--- src/rtl/prog_loader.sv ---
// prog_loader: receives a framed byte stream, stages up to 16 program entries and commits them to
// the 4-bit computer's programming port. Define LOADER_CSUM_EN to require a trailing checksum byte.
module prog_loader #(
  parameter logic [7:0]  SYNC_BYTE = 8'hA5,
  parameter int unsigned RST_HOLD  = 4
) (
  input  logic       prog_clk,
  input  logic       reset,
  input  logic [7:0] rx_data,
  input  logic       rx_valid,
  output logic       rx_ready,
  output logic [3:0] prog_add,
  output logic [7:0] prog_in,
  output logic [3:0] data_nib,
  output logic       prog_we,
  output logic       cpu_reset,
  output logic       busy,
  output logic       done,
  output logic       err
);

  localparam int unsigned AW    = 4;
  localparam int unsigned BW    = 8;
  localparam int unsigned NW    = 4;
  localparam int unsigned DEPTH = 16;
  localparam logic [AW-1:0] HOLD_INIT = AW'(RST_HOLD - 1);

  typedef enum logic [2:0] {
    S_IDLE, S_COUNT, S_INS, S_DATA, S_CSUM, S_COMMIT, S_HOLD, S_ERR
  } state_t;

  state_t        state_q;
  logic [AW-1:0] idx_q;
  logic [AW-1:0] nm1_q;
  logic [AW-1:0] hold_q;
`ifdef LOADER_CSUM_EN
  logic [BW-1:0] csum_q;
`endif
  logic          rx_ready_q;
  logic          prog_we_q;
  logic [AW-1:0] prog_add_q;
  logic [BW-1:0] prog_in_q;
  logic [NW-1:0] data_nib_q;
  logic          cpu_reset_q;
  logic          busy_q;
  logic          done_q;
  logic          err_q;

  logic [BW-1:0] stage_ins_q [DEPTH];
  logic [NW-1:0] stage_dat_q [DEPTH];

  logic          acc;
  logic          data_ok;
  logic [AW-1:0] idx_inc;

  assign acc     = rx_valid & rx_ready_q;
  assign data_ok = (rx_data[7:4] == 4'd0);
  assign idx_inc = idx_q + AW'(1);

  // Staging buffer: written during receive, deliberately left untouched by reset.
  always_ff @(posedge prog_clk) begin
    if (!reset && acc && state_q == S_INS) begin
      stage_ins_q[idx_q] <= rx_data;
    end
    if (!reset && acc && state_q == S_DATA && data_ok) begin
      stage_dat_q[idx_q] <= rx_data[NW-1:0];
    end
  end

  always_ff @(posedge prog_clk) begin
    if (reset) begin
      state_q     <= S_IDLE;
      idx_q       <= '0;
      nm1_q       <= '0;
      hold_q      <= '0;
`ifdef LOADER_CSUM_EN
      csum_q      <= '0;
`endif
      rx_ready_q  <= 1'b1;
      prog_we_q   <= 1'b0;
      prog_add_q  <= '0;
      prog_in_q   <= '0;
      data_nib_q  <= '0;
      cpu_reset_q <= 1'b0;
      busy_q      <= 1'b0;
      done_q      <= 1'b0;
      err_q       <= 1'b0;
    end else begin
      done_q <= 1'b0;
      case (state_q)
        S_IDLE, S_ERR: begin
          if (acc && rx_data == SYNC_BYTE) begin
            state_q <= S_COUNT;
            busy_q  <= 1'b1;
            err_q   <= 1'b0;
`ifdef LOADER_CSUM_EN
            csum_q  <= '0;
`endif
          end
        end
        S_COUNT: begin
          if (acc) begin
            if (rx_data == 8'd0 || rx_data > 8'(DEPTH)) begin
              state_q <= S_ERR;
              busy_q  <= 1'b0;
              err_q   <= 1'b1;
            end else begin
              nm1_q   <= AW'(rx_data - 8'd1);
              idx_q   <= '0;
              state_q <= S_INS;
`ifdef LOADER_CSUM_EN
              csum_q  <= csum_q + rx_data;
`endif
            end
          end
        end
        S_INS: begin
          if (acc) begin
            state_q <= S_DATA;
`ifdef LOADER_CSUM_EN
            csum_q  <= csum_q + rx_data;
`endif
          end
        end
        S_DATA: begin
          if (acc) begin
            if (!data_ok) begin
              state_q <= S_ERR;
              busy_q  <= 1'b0;
              err_q   <= 1'b1;
            end else if (idx_q != nm1_q) begin
              idx_q   <= idx_inc;
              state_q <= S_INS;
`ifdef LOADER_CSUM_EN
              csum_q  <= csum_q + rx_data;
            end else begin
              csum_q  <= csum_q + rx_data;
              state_q <= S_CSUM;
            end
          end
        end
        S_CSUM: begin
          if (acc) begin
            if (rx_data != csum_q) begin
              state_q <= S_ERR;
              busy_q  <= 1'b0;
              err_q   <= 1'b1;
            end else begin
              state_q     <= S_COMMIT;
              idx_q       <= '0;
              rx_ready_q  <= 1'b0;
              prog_we_q   <= 1'b1;
              cpu_reset_q <= 1'b1;
              prog_add_q  <= '0;
              prog_in_q   <= stage_ins_q[0];
              data_nib_q  <= stage_dat_q[0];
            end
          end
        end
`else
            end else begin
              // Single-entry frames present the nibble being accepted on this same edge.
              state_q     <= S_COMMIT;
              idx_q       <= '0;
              rx_ready_q  <= 1'b0;
              prog_we_q   <= 1'b1;
              cpu_reset_q <= 1'b1;
              prog_add_q  <= '0;
              prog_in_q   <= stage_ins_q[0];
              data_nib_q  <= (nm1_q == '0) ? rx_data[NW-1:0] : stage_dat_q[0];
            end
          end
        end
`endif
        S_COMMIT: begin
          if (idx_q == nm1_q) begin
            prog_we_q <= 1'b0;
            hold_q    <= HOLD_INIT;
            state_q   <= S_HOLD;
          end else begin
            idx_q      <= idx_inc;
            prog_add_q <= idx_inc;
            prog_in_q  <= stage_ins_q[idx_inc];
            data_nib_q <= stage_dat_q[idx_inc];
          end
        end
        S_HOLD: begin
          if (hold_q == '0) begin
            cpu_reset_q <= 1'b0;
            done_q      <= 1'b1;
            busy_q      <= 1'b0;
            rx_ready_q  <= 1'b1;
            state_q     <= S_IDLE;
          end else begin
            hold_q <= hold_q - AW'(1);
          end
        end
        default: state_q <= S_IDLE;
      endcase
    end
  end

  assign rx_ready  = rx_ready_q;
  assign prog_we   = prog_we_q;
  assign prog_add  = prog_add_q;
  assign prog_in   = prog_in_q;
  assign data_nib  = data_nib_q;
  assign cpu_reset = cpu_reset_q;
  assign busy      = busy_q;
  assign done      = done_q;
  assign err       = err_q;

endmodule

--- config.mk ---
export PLATFORM = sky130hd
export DESIGN_NAME = prog_loader
export DESIGN_NICKNAME = d
export VERILOG_FILES = /design/src/rtl/prog_loader.sv
export SDC_FILE = /design/constraint.sdc
export NUM_CORES = 1
export LEC_CHECK = 0
export CORE_ASPECT_RATIO = 0.8
export CORE_MARGIN = 3
export CORE_UTILIZATION = 50
export CTS_CLUSTER_SIZE = 30
export DETAILED_ROUTE_END_ITERATION = 10
export GPL_TIMING_DRIVEN = 1
export PLACE_DENSITY = 0.67
export SETUP_SLACK_MARGIN = 0.05
export SLEW_MARGIN = 20
export SYNTH_ARGS = -nofsm -noshare
export SYNTH_HDL_FRONTEND = slang
export SYNTH_SLANG_ARGS = --single-unit
--- constraint.sdc ---
create_clock -name prog_clk -period 3.56 [get_ports prog_clk]
set_clock_uncertainty 0.1 [all_clocks]
set_input_delay 0.356 -clock prog_clk [delete_from_list [all_inputs] [get_ports prog_clk]]
set_output_delay 0.356 -clock prog_clk [all_outputs]
set_load 0.01 [all_outputs]
==> flow_summary.json <==
{
  "outcome": "finished, final reports clean",
  "ff2ff_path_depth": 7,
  "placedCellCount": 876,
  "cts_resized": 0,
  "finalSetupViolCount": 0,
  "numCtsBuffers": 23,
  "drt_iter0_drc": 610,
  "hp-start": "prog_add[0]",
  "synthFlopType": "edfxtp_1",
  "crit_fanout": 46,
  "grt_pass1_wl_um": 33370,
  "dp_hpwl_um": 14090,
  "cpMaxStageDelayCell": "buf_4",
  "place.gp.congestion": 0.8686,
  "post_dp_cell_area_um2": 10390,
  "cts_buffer_depth": 3,
  "cts.sinks": 229,
  "die_y_um": 130.1,
  "drc": 0,
  "swShare_pct": 20.28,
  "instances_no_fill": 918,
  "switching_power_uw": 1134,
  "timing.fmax_mhz": 313.5,
  "cts_hold_buf": 0,
  "rrSetupSlack_ps": 370,
  "grtUsageTotal_pct": 20.90,
  "grt_util_met1_pct": 31.37,
  "yosysTopAreaCell": "edfxtp_1",
  "synth_xor_area_share_pct": 1.001,
  "maxSlewHeadroom_pct": 44.55,
  "critPathRequiredTime_ps": 3850,
  "startpoint_type": "flip-flop",
  "synth_top_family_by_area": "multiplexers",
  "overflow": 0,
  "wl_um": 21490,
  "clk_pin_slew_ps": 60,
  "clock_power_share_pct": 44.7,
  "holdPathEnd": "prog_add[0]",
  "async_flop_share_pct": 0,
  "critical_path.max_stage_delay_ps": 640,
  "dr_total_vias": 5591,
  "cts_tree": "built",
  "fin_nets": 668,
  "post-cts-setup-buffers": 0,
  "rsz0062_at_grt": "no",
  "synth_top_area_share_pct": 59.89,
  "drt-pass1-iter-count": 6,
  "drv_slew": 0,
  "setup-tns-final_ps": 0,
  "r2r_start": "idx_q[0]",
  "area_delta_synth_final_pct": 16.16,
  "ys_seq_elements": 229,
  "synth-edff-count": 192,
  "ir_drop_uv": 370.8,
  "synth-compound-area-share_pct": 6.239,
  "synth.avg_cell_area_um2": 16.51,
  "die_w_um": 161.1,
  "worstPathArrival_ps": 3480,
  "start_util_pct": 52.04,
  "worst_path_most_repeated_cell": "buf_4",
  "rows": 44,
  "critical_path_class": "reg2reg",
  "wire_per_inst_um": 23.41,
  "top_usage_layer": "met2",
  "layout-drive-gt1-share_pct": 22.86,
  "combPwrFrac_pct": 2.9,
  "internal-power_uw": 4457,
  "nFillCells": 1382,
  "hp-class": "reg2reg",
  "vias_per_cell": 6.090,
  "worst_pin_slew_ps": 831.8,
  "io_pins": 33,
  "clock_latency_ps": 510,
  "yosys.area_share.simple_pct": 7.616,
  "hold_viol_final": 0,
  "use_met3_pct": 3.650,
  "setup.worst_path.end_class": "flip-flop",
  "root_buffer": "clkbuf_16",
  "p_per_area_nw_per_um2": 500.0,
  "synth.cell_area_um2": 9627,
  "io_buffers": 32,
  "finalPower_uw": 5591,
  "n_antenna_cell": 0,
  "timing.rr.end": "prog_in[1]",
  "muxShareOfSynthArea_pct": 14.17,
  "crit_chain": "buf_4 -> ha_1 -> xor2_2 -> buf_4 -> mux2_2 -> a222oi_1 -> a21oi_1",
  "synth_nets": 603,
  "utilization_pct": 60.45,
  "met2_usage_pct": 32.33,
  "htree_levels": 1,
  "p_leak_uw": 0.003601,
  "final_antenna_net_count": 0,
  "yosys_warnings": 0,
  "grt_max_degree": 47,
  "grt_pass1_vias": 5619,
  "ys_top_cells_by_area": "edfxtp_1, mux4_2, dfxtp_1",
  "period_minus_slack_ps": 3190,
  "dieArea_um2": 20960,
  "synth-seq-area-share_pct": 67.59,
  "ys_types": 60,
  "max-cap-violations": 0,
  "antenna_found_initial": 0,
  "p_seq_share_pct": 52.4,
  "netlist_instances": 583,
  "synthAdderAreaFrac_pct": 1.170,
  "holdPathStages": 2,
  "final_area_um2": 11180,
  "core_area_um2": 18500,
  "min_period_over_period_pct": 89.60
}
==> cell usage after synthesis, drive strengths merged (10+ instances only) <==
master,number
a21oi,21
and2,17
buf,19
clkbuf,10
dfxtp,37
edfxtp,192
mux2,24
mux4,45
nand2,31
nand3,11
nor2,30
nor3,15
o21ai,17
==> how the worst max path moves through the flow <==
stage          slack (ps)         end  depth (start not counted)  startpoint
3_3_place_gp          370  prog_in[3]                          7    idx_q[0]
4_1_cts               370  prog_in[3]                          7    idx_q[0]
3_5_place_dp          370  prog_in[3]                          7    idx_q[0]
6_report              370  prog_in[1]                          7    idx_q[0]
5_1_grt               240  prog_in[1]                          7    idx_q[0]
2_1_floorplan         580  prog_in[1]                         10    idx_q[0]
==> registers in the layout, summed over array words and instances (netlist names) <==
signal	flops
rx_ready	1
done	1
prog_add	4
state_q	3
nm1_q	4
prog_we	1
data_nib	4
cpu_reset	1
busy	1
stage_dat_q	64
hold_q	4
err	1
idx_q	4
stage_ins_q	128
prog_in	8
==> per-layer routing <==
layer	vias up	wire, um
met5	-	0
met4	0	446
met3	35	1719
met2	261	9724
met1	2830	9598
li1	2465	-
==> cell families (layout without fill, tap and decap cells) <==
family	count (synthesis)	count (layout)
compound gates	85	85
xor+xnor	11	11
fa+ha+maj	9	9
buf+inv	39	121
flops	229	229
mux	74	74
simple gates	136	136
==> cells in the final DEF, fill, tap and decap left out, types with 4 or more instances in the layout <==
master and instances:
clkdlybuf4s50_1 32, dfxtp_1 36, clkinv_1 4, nand2_1 30, a21oi_1 21, clkbuf_16 23
nand3_1 11, a32o_1 6, nor3_1 15, clkinv_2 7, xor2_1 5, ha_1 8
bufinv_16 4, o21a_1 6, buf_4 36, mux4_1 8, mux2i_1 5, a222oi_1 8
a211oi_1 5, mux4_2 37, xnor2_1 5, edfxtp_1 192, nand2b_1 4, o21ai_0 16
mux2_2 24, nor2_1 30, and2_1 17, inv_1 8
==> critical path, delay by kind of cell (launching register included) <==
family                     cells  cell delay, ps
buffers and inverters          2             930
adders and majority gates      1             580
AOI/OAI and AO/OA              2             520
muxes                          1             390
DFF                            1             330
xor gates and xnor gates       1             180
==> final cells by class <==
class,count,area [um^2],area share [%]
clock buffer,24,579.3,5.181
inverter,10,37.54,0.3357
tap,253,316.6,2.831
timing repair buffer,69,610.6,5.460
clock inverter,18,214.0,1.913
sequential,229,6507,58.20
multi-input combinational,315,2917,26.08
==> power by group through the flow <==
stage                     sequential (uW)  clock (uW)  combinational (uW)
final                                2930        2500                 162
after detailed placement             2980           0                 161
after floorplan                      2970           0                83.5
after global placement               2980           0                 157
after CTS                            2930        2540                 161
after global routing                 2930        2660                 178
==> metrics by stage <==
step	hold WS, ps	worst slack, ps
5_1_grt	373.5	236.4
2_1_floorplan	354.9	584.0
4_1_cts	361.5	369.2
3_5_place_dp	343.0	371.1
6_report	357.6	370.1
3_3_place_gp	346.8	373.3
No activity file was read; power rests on OpenSTA's default activity.
